**config.mk**
```make
export PLATFORM = sky130hd
export DESIGN_NAME = sort_result_serializer
export DESIGN_NICKNAME = d
export VERILOG_FILES = /design/src/rtl/sort_result_serializer.sv
export SDC_FILE = /design/constraint.sdc
export NUM_CORES = 1
export LEC_CHECK = 0
export ABC_AREA = 1
export CAP_MARGIN = 0
export CORE_MARGIN = 4
export CORE_UTILIZATION = 50
export CTS_BUF_LIST = sky130_fd_sc_hd__clkbuf_4 sky130_fd_sc_hd__clkbuf_8
export DETAILED_ROUTE_END_ITERATION = 8
export GPL_TIMING_DRIVEN = 0
export PLACE_DENSITY_LB_ADDON = 0.1
export RECOVER_POWER = 50
export SLEW_MARGIN = 20
export SYNTH_ARGS = -nofsm -noshare
export SYNTH_HDL_FRONTEND = slang
export SYNTH_SLANG_ARGS = --single-unit
```
**constraint.sdc**
```tcl
create_clock -name clk -period 5.35 [get_ports clk]
set_clock_uncertainty 0.15 [all_clocks]
set_input_delay 0.8025 -clock clk [delete_from_list [all_inputs] [get_ports clk]]
set_output_delay 0.8025 -clock clk [all_outputs]
set_load 0.005 [all_outputs]
```
**src/rtl/sort_result_serializer.sv**
```systemverilog
// Serializer behind the bitonic sorter: captures one sorted vector and
// streams it out one word per cycle, ascending or reversed, over valid/ready.
module sort_result_serializer #(
   parameter int DEPTH = 8,
   parameter int WIDTH = 32,
   localparam int IDXW = (DEPTH > 1) ? $clog2(DEPTH) : 1
) (
   input  logic             clk,
   input  logic             rst,
   input  logic             vec_valid,
   input  logic [0:WIDTH-1] vec_in [0:DEPTH-1],
   input  logic             rev,
   output logic             vec_ready,
   output logic             out_valid,
   input  logic             out_ready,
   output logic [0:WIDTH-1] out_data,
   output logic [IDXW-1:0]  out_index,
   output logic             out_last,
   output logic [15:0]      vec_count
);

   localparam logic [IDXW-1:0] LAST_PTR = IDXW'(DEPTH - 1);

   typedef enum logic {
      IDLE,
      STREAM
   } state_t;

   state_t state, state_next;

   logic [0:WIDTH-1] buffer [0:DEPTH-1];
   logic             rev_q;
   logic [IDXW-1:0]  ptr;
   logic [IDXW-1:0]  sel;
   logic             alive;
   logic             capture;
   logic             advance;
   logic             finish;

   // State register; reset discards any vector in flight.
   always_ff @(posedge clk or negedge rst) begin
      if (!rst) begin
         state <= IDLE;
      end else begin
         state <= state_next;
      end
   end

   // Keeps vec_ready low until the first clock edge after reset release.
   always_ff @(posedge clk or negedge rst) begin
      if (!rst) begin
         alive <= 1'b0;
      end else begin
         alive <= 1'b1;
      end
   end

   // Next-state and handshake decode; a new vector is only taken at a
   // full-vector boundary, so out_ready feeds vec_ready combinationally.
   always_comb begin
      state_next = state;
      capture    = 1'b0;
      advance    = 1'b0;
      finish     = 1'b0;
      vec_ready  = 1'b0;
      out_valid  = 1'b0;
      out_last   = 1'b0;
      case (state)
         IDLE: begin
            vec_ready = alive;
            if (vec_valid && alive) begin
               capture    = 1'b1;
               state_next = STREAM;
            end
         end
         STREAM: begin
            out_valid = 1'b1;
            out_last  = (ptr == LAST_PTR);
            if (out_ready) begin
               if (ptr == LAST_PTR) begin
                  finish    = 1'b1;
                  vec_ready = 1'b1;
                  if (vec_valid) begin
                     capture = 1'b1;
                  end else begin
                     state_next = IDLE;
                  end
               end else begin
                  advance = 1'b1;
               end
            end
         end
         default: state_next = IDLE;
      endcase
   end

   // Vector buffer, latched direction and emit pointer; all hold during a stall.
   always_ff @(posedge clk or negedge rst) begin
      if (!rst) begin
         for (int i = 0; i < DEPTH; i++) begin
            buffer[i] <= '0;
         end
         rev_q <= 1'b0;
         ptr   <= '0;
      end else if (capture) begin
         buffer <= vec_in;
         rev_q  <= rev;
         ptr    <= '0;
      end else if (advance) begin
         ptr <= ptr + 1'b1;
      end else if (finish) begin
         ptr <= '0;
      end
   end

   // Completed-vector counter, wraps naturally at 16 bits.
   always_ff @(posedge clk or negedge rst) begin
      if (!rst) begin
         vec_count <= '0;
      end else if (finish) begin
         vec_count <= vec_count + 16'd1;
      end
   end

   // Output word is selected purely from registered buffer, direction and pointer.
   always_comb begin
      sel       = rev_q ? (LAST_PTR - ptr) : ptr;
      out_data  = buffer[sel];
      out_index = ptr;
   end

endmodule

```
After elaboration in Yosys (flattened, before gate mapping)

Cells that the tools add are included.

Register bits: 278
Input bits: 261
Word-level logic and storage cells: 46

Add/sub/neg operators: 3
$lt $le $gt $ge: 1
Equality and inequality tests: 1
Multiplexer cells: 24
Bitwise logic cells: 2
Reductions and logical operators: 2

Operators with widths:

| kind                                                             | number |
|---|---|
| 32-bit binary-select mux with 3-bit select                       | 1 |
| 32-bit 2-to-1 mux                                                | 2 |
| 16-bit by 1-bit adder with 16-bit output (second input constant) | 1 |
| 1-bit 2-to-1 mux                                                 | 14 |
| 3-bit 2-to-1 mux                                                 | 4 |
| 1-bit case mux with 2 select lines                               | 3 |
| 4-bit >= comparator (second input constant)                      | 1 |
| 3-bit inverter with 4-bit output                                 | 1 |
| 3-bit by 1-bit adder with 3-bit output (second input constant)   | 1 |
| 3-bit equality test (second input constant)                      | 1 |
| 3-bit nonzero test                                               | 1 |
| 3-bit subtractor (first input constant)                          | 1 |
| 1-bit logical AND                                                | 1 |
| 1-bit inverter                                                   | 1 |

Logic depth before layout (Yosys ltp)

Gate-level depths: netlist of run 1.

Depth after elaboration: 7
Gate-level depth with buffers: 11
Gate-level depth less buffers: 8

Worst setup path after synthesis of run 1

Ideal clock, no wire load.

Kind: reg-to-output
Start: register ptr[1], in the netlist out_index[1]
End: output vec_ready
Data arrival time: 1454 ps
Slack: 2943 ps
Cell stages (with the launch flop): 6
Buffers on the path: 1
Cell sequence: dfrtp_1 -> ha_1 -> ha_1 -> nand3_2 -> nand2_2 -> clkbuf_1

Longest elaborated chain between the ends: 4

RTL lines:

| what                               | RTL line | text |
|---|---|---|
| from (decl)                        | 33       | `logic [IDXW-1:0] ptr;` |
| from (signal assigned)             | 110      | `ptr <= ptr + 1'b1;` |
| 3-bit equality test                | 80       | `if (ptr == LAST_PTR) begin` |
| 1-bit 2-to-1 mux                   | 80       |  |
| 1-bit 2-to-1 mux                   | 79       | `if (out_ready) begin` |
| 1-bit case mux with 2 select lines | 68       | `case (state)` |
| to (decl)                          | 13       | `output logic vec_ready,` |

No other way between the ends.

Final worst setup path of run 1

Start: register rev_q
End: output out_data[21] in the netlist's numbering

Longest elaborated chain between the ends: 5

RTL lines:

| what                                                   | RTL line | text |
|---|---|---|
| from (decl)                                            | 32       | `logic rev_q;` |
| from (signal assigned)                                 | 107      | `rev_q <= rev;` |
| 3-bit 2-to-1 mux                                       | 127      | `sel = rev_q ? (LAST_PTR - ptr) : ptr;` |
| 3-bit inverter with 4-bit output (implied by the code) | 128      | `out_data = buffer[sel];` |
| 32-bit binary-select mux with 3-bit select             | 128      |  |
| 32-bit 2-to-1 mux (implied by the code) (2 in series)  | 128      |  |
| to (decl)                                              | 16       | `output logic [0:WIDTH-1] out_data,` |

No other way between the ends. The select of a mux whose other input is x is not followed.

==> impl_results.md, run 1 <==
* Outcome: finished with violations
* Failing checks: capacitance limit, slew limit
* Pre-CTS setup slack at 1.70 ns
* Final period util at 0.798
* CP max stage cell: xor2_2
* Largest net degree at the start of global routing at 81
* Synth warn at 0
* Number of CTS-inserted buffers at 46
* Gates resized, CTS repair at 0
* Arrival time at the worst endpoint at between 3 and 4 ns
* Vias at 13500
* Storage element area at 6960 um2
* CP Cell Sequence: buf_4 -> xor2_2 -> clkbuf_1 -> nand3_1 -> nand2_1 -> nand2_1 -> nand2_1 -> clkdlybuf4s50_1
* Worst-margin pin slew at between 3 and 4 ns
* Fin util at 0.681
* Die height at about 170 um
* Fin nets at ~2500
* Synthesized cell area at between 10000 and 15000 um2
* Final setup margin at 1.08 ns
* GR Overflow Total at 0
* IO buf count at ~310
* Initial core utilization at 0.511
* Crit-path leading delay family: buffers and inverters
* Htree depth at 2
* Total die area at 30400 um2
* Crit path largest cell delay at 0.75 ns
* Unrepaired setup endpoints after global routing: false
* Most common cell after layout, fill and taps aside: nand2_1
* Final Critical Period at between 4 and 5 ns
* Setup Buffers After CTS at 0
* CP Class: flop to primary output
* Pre-antenna DRT Iters at 6
* Critical path startpoint category: flop
* Final Setup Violations at 0
* WP buf/inv at 3
* Syn Area/Cell at around 7.5 um2
* Vias in the first global route at 13600
* # Max-Cap Violations at 1
* Cell taking the most area after synthesis: dfrtp_1
* Syn Inst Count at between 1500 and 2000
* Worst Path Required at 4.40 ns
* Rows at 60
* Core Region at 27100 um2
* Clock sink count at ~280
* Drt initial violations at ~1100
* Number of fill cells in the layout at around 2400
* Clock Latency Late Sink at around 0.55 ns
* Area taken by multi-input logic gates at ~5400 um2
* CP max FO at 10
* FMAX at around 0.23 GHz
* Worst setup EP type: primary output
* I/O Pins at roughly 320
* Detail Route Antenna Nets at 0
* DIE WIDTH at approximately 170 um
* Final Max Tran Viols at 63
* WL/cell at 17.6 um
* Clock-pin slew on the worst setup and hold paths at 0.06 ns
* Top post-synthesis cells by area: dfrtp_1, nand3_1, nand2_1
* Post-Syn Nets at 2108
* Layout cells sized above 1 at 0.0714
* CTS tree: done
* Yosys top cell area share at 0.503
* Peak supply drop at ~0.28 mV
* Antenna violations before repair at 1
* Hold WC Path Type: flop to flop
* Routed WL at roughly 46000 um
* Hold Fails Final Rpt at 0
* Flops & latches, synth at roughly 280
* Post-DP HPWL at between 30000 and 40000 um
* First-pass GRT wire length at a little over 70000 um
* Layout area overhead at 33.4%
* P per Cell Area at between 600 and 700 nW/um2
* DR DRC count at 0
* CTS Buffer Depth at 3
* Synth cell types at 23
* Sequential-to-total area share from yosys stat at 0.503
* Pleak at approximately 9.4 nW
* Gr usage total at 0.296
* Routed vias/inst at about 5.2
* CP most frequent cell: nand2_1
* CTS Hold Bufs at 0
* Most frequent cells in the layout: nand2_1, clkdlybuf4s50_1, nand3_1
* Slew headroom at -1.34
* CTS root buf: clkbuf_8
* Routability cong. at about 0.94
-- tightest hold or removal path: stages, from the launching register on --
cell,delay [ns]
dfrtp_1,0.34
nand2_1,0.05
nand2_1,0.04
-- per-layer routing --
| layer | vias to the layer above | wire (um) | track usage |
|---|---|---|---|
| met5 | - | 13 | 0 |
| met4 | 2 | 1920 | 0.122 |
| met3 | 104 | 3750 | 0.0633 |
| met2 | 594 | 21300 | 0.474 |
| met1 | 6277 | 19000 | 0.393 |
| li1 | 6532 | - | - |
-- cell type report --
type / instances / area share
plain buffers: 123 / 0.0304
inverters: 249 / 0.0506
diodes: 1 / 0.000136
multi-input cells: 1194 / 0.292
flip-flops and latches: 278 / 0.377
clock buffers: 75 / 0.0501
well taps: 372 / 0.0252
clock inverters: 5 / 0.00136
repair buffers: 316 / 0.174
-- where the power goes --
group          internal (W)  switching (W)  leakage [nW]
Combinational       0.00245        0.00393          5.76
Clock               0.00109       0.000838         0.515
Sequential          0.00301       0.000299          3.09
Total               0.00654        0.00506          9.36
-- through the flow --
stage	cell area, um2	TNS [ns]	total power [W]	hold slack [ns]	cells
floorplan	13800	0	0.00684	0.283	1844
global placement	17400	-2436.61	0.00950	0.298	2529
detailed placement	17500	0	0.00962	0.302	2532
CTS	18500	0	0.0116	0.0317	2612
global route	18500	0	0.0124	0.333	2612
finish	18500	0	0.0116	0.315	2613
-- registers in the layout, indices dropped and copies added, names as in the netlist --
name / count
buffer: 256
vec_count: 16
out_index: 3
alive: 1
rev_q: 1
state: 1
-- synth_stat cells, drive strengths merged --
master,number
dfrtp,278
xnor2,5
inv,249
nand4,5
nand3b,32
xor2,5
clkbuf,39
ha,3
nand2,366
nand3,300
conb,1
a21oi,225
nor3,5
nor2,239
o21ai,7
buf,84
o21a,1
-- cells by family (layout without fill, tap and decap cells) --
group                    Yosys count  after routing  synth area share
flip-flops                       278            278             0.503
AND/OR/NAND/NOR                  947            947             0.294
XOR/XNOR                          10             10           0.00741
buffers and inverters            372            768             0.108
AO/OA/AOI/OAI                    233            233            0.0844
other                              1              2          0.000271
adder cells (fa/ha/maj)            3              3           0.00271
-- path summary, 6_finish.rpt --
check / to / slack [ns] / depth (start not counted) / startpoint
worst max-delay path: out_data[21] / 1.08 / 8 / rev_q
worst min-delay path: buffer[226] / 0.32 / 2 / buffer[226]
worst max register to register: buffer[61] / 2.35 / 8 / out_index[1]
worst min register to register: buffer[226] / 0.32 / 2 / buffer[226]
max in group asynchronous: state / 1.54 / 4 / rst
min in group asynchronous: buffer[7] / 1.29 / 1 / rst
No activity file was read; power rests on OpenSTA's default activity.
==> run 2: changes to the inputs <==
--- a/config.mk
+++ b/config.mk
@@ -8,7 +8,7 @@
 export ABC_AREA = 1
 export CAP_MARGIN = 0
 export CORE_MARGIN = 4
-export CORE_UTILIZATION = 50
+export CORE_UTILIZATION = 47
 export CTS_BUF_LIST = sky130_fd_sc_hd__clkbuf_4 sky130_fd_sc_hd__clkbuf_8
 export DETAILED_ROUTE_END_ITERATION = 8
 export GPL_TIMING_DRIVEN = 0
==> constraint.sdc (replaced) <==
create_clock -name clk -period 3.4 [get_ports clk]
set_clock_uncertainty 0.15 [all_clocks]
set_input_delay 0.51 -clock clk [delete_from_list [all_inputs] [get_ports clk]]
set_output_delay 0.51 -clock clk [all_outputs]
set_load 0.005 [all_outputs]
==> run 2 against run 1 <==
  * The run now ends clean
  * Clock-buffer cell count grew 2
  * Design area grew 1.8%
  * Critical endpoint is now out_data[7]
  * Total power grew 61%
  * Combinational power grew 65%
  * Utilization shrank 3.0 points
  * Sequential share of layout area shrank 0.66 points
  * Die area grew 6.1%
==> impl_results.md, run 2 (synthesis gave the netlist of run 1 again) <==
* Outcome: finished, final reports clean (was finished with violations)
* Number of CTS-inserted buffers at 48 (was 46)
* First-pass GRT wire length at 71400 um (was 71600 um)
* Antenna violations before repair at 2 (was 1)
* Top reg by flops: buffer (unchanged)
* Peak supply drop at 0.523 mV (was 0.276 mV)
* Critical path endpoint: out_data[7] (was out_data[21])
* Worst-margin pin slew at 1.29 ns (was 3.51 ns)
* Layout area overhead at 35.8% (was 33.4%)
* CP Class: flop to primary output (unchanged)
* Routability cong. at 0.936 (was 0.938)
* Critical path startpoint category: flop (unchanged)
* Detail Route Antenna Nets at 0 (unchanged)
* CTS Buffer Depth at 3 (unchanged)
* Largest net degree at the start of global routing at 89 (was 81)
* Worst setup EP type: primary output (unchanged)
* Clock-pin slew on the worst setup and hold paths at 0.06 ns (about the same)
* Final period util at 0.995
* P per Cell Area at 997 nW/um2 (was 629 nW/um2)
* CTS root buf: clkbuf_8 (unchanged)
* Htree depth at 2 (unchanged)
* Slew headroom at 0.138 (was -1.34)
* Fin nets at 2479 (was 2472)
* GR Overflow Total at 0 (unchanged)
* Number of fill cells in the layout at 2554 (was 2366)
* Post-DP HPWL at 35500 um (was 35400 um)
* Rows at 62 (was 60)
* Initial core utilization at 0.480 (was 0.511)
* Flop-to-flop setup slack at 0.50 ns (was 2.35 ns)
* Final Critical Period at ~3.4 ns
* Final std cells w/o fill at 2628 (was 2613)
* IO buf count at 313 (unchanged)
* Design area at 18800 um2 (was 18500 um2)
* Gr usage total at 0.277 (was 0.296)
* Most common cell after layout, fill and taps aside: nand2_1 (unchanged)
* Hold WC Path Type: input port to flop (was flop to flop)
* Antenna diode count at 0 (was 1)
* DP Area at 17500 um2 (about the same)
* Pleak at 9.64 nW (was 9.36 nW)
* Worst Path Required at 2.74 ns (was 4.40 ns)
* # Max-Cap Violations at 0 (was 1)
* Total die area at 32300 um2 (was 30400 um2)
* Routed vias/inst at 5.07 (was 5.17)
* Vias at 13300 (was 13500)
* Worst Setup SP: rev_q (unchanged)
* R2r worst-path depth at 8 (unchanged)
* Drt initial violations at 1160 (was 1093)
* Final Setup Violations at 0 (unchanged)
* I/O Pins at 315 (unchanged)
* DIE WIDTH at 180 um (was 174 um)
* Routed WL at 45900 um (about the same)
* Max reg flops at 256 (unchanged)
* Pre-antenna DRT Iters at 5 (was 6)
* FMAX at 0.296 GHz
* WL/cell at 17.5 um (was 17.6 um)
* Unrepaired setup endpoints after global routing: true (was false)
* Worst r2r dst: buffer[130] (was buffer[61])
* Inst Count DP at 2544 (was 2532)
* Layout cells sized above 1 at 0.0994 (was 0.0714)
* DR DRC count at 0 (unchanged)
* Arrival time at the worst endpoint at 2.72 ns (was 3.32 ns)
* CTS tree: done (unchanged)
* Vias in the first global route at 13200 (was 13600)
* Clock sink count at 278 (unchanged)
* CP max FO at 10 (unchanged)
* Final Max Tran Viols at 0 (was 63)
* Clock Latency Late Sink at 0.55 ns (about the same)
* Die height at 180 um (was 174 um)
* FF-to-FF Start: out_index[1] (unchanged)
* Most frequent cells in the layout: nand2_1, nand3_1, clkdlybuf4s50_1 (was nand2_1, clkdlybuf4s50_1, nand3_1)
* Hold Fails Final Rpt at 0 (unchanged)
* Core Region at 28900 um2 (was 27100 um2)
-- run 2: worst min path at each step --
stage / endpoint / slack, ns / depth (start not counted) / start
finish: buffer[225] / 0.22 / 3 / vec_valid
global route: buffer[225] / 0.24 / 3 / vec_valid
CTS: buffer[225] / 0.18 / 3 / vec_valid
detailed placement: buffer[38] / 0.26 / 1 / rst
global placement: buffer[247] / 0.30 / 2 / buffer[247]
floorplan: alive / 0.06 / 0 / rst
-- run 2: timing repair --
item                       4_1_cts  5_1_grt
pin swaps                        3        4
setup buffers                    5        1
hold endpoints to repair        40        0
hold buffers                     1        0
gates resized for setup         63       55
setup endpoints to repair       33       27
-- run 2: final cells by class --
class                      count  area (um2)  share of cell area
clock inverter                 2        10.0            0.000532
tap                          384         480              0.0256
clock buffer                  77         947              0.0504
sequential                   278        6960               0.370
multi-input combinational   1194        5490               0.292
timing repair buffer         323        3290               0.175
buffer                       121         684              0.0364
inverter                     249         935              0.0497
-- run 2: per-layer routing --
metal  up-vias  global-route usage  share of wire  wire length [um]
li1       6558                   -              -                 -
met1      6147               0.377           0.43             19600
met2       509               0.440           0.46             21200
met3       102              0.0523          0.070              3200
met4         4               0.113          0.041              1900
met5         -                   0        0.00059                27
-- run 2: power breakdown --
part / switching, W / total [W] / internal, W
Clock: 0.00133 / 0.00307 / 0.00174
Combinational: 0.00632 / 0.0105 / 0.00415
Sequential: 0.000469 / 0.00521 / 0.00474
Total: 0.00812 / 0.0187 / 0.0106
-- run 2: critical path: stages, from the launching register on --
cell and delay, ns:
dfrtp_1 0.38, buf_6 0.16, inv_2 0.09, nand2_4 0.08, buf_8 0.17, buf_4 0.18
nand3_1 0.09, nand3_1 0.17, nand2_1 0.14, nand2_1 0.08, nand2_1 0.11, clkdlybuf4s50_1 0.51
-- run 2: metrics by stage --
stage / utilization / setup slack, ns / hold slack (ns) / power [W] / TNS (ns)
3_3_place_gp: 0.605 / -10.35 / 0.296 / 0.0150 / -2869.50
4_1_cts: 0.648 / 0.00176 / 0.184 / 0.0186 / 0
6_report: 0.652 / 0.0170 / 0.220 / 0.0187 / 0
2_1_floorplan: - / 1.29 / 0.0644 / 0.0108 / 0
3_5_place_dp: 0.608 / -0.000552 / 0.260 / 0.0152 / -0.000552
5_1_grt: 0.652 / -0.0372 / 0.243 / 0.0201 / -0.199
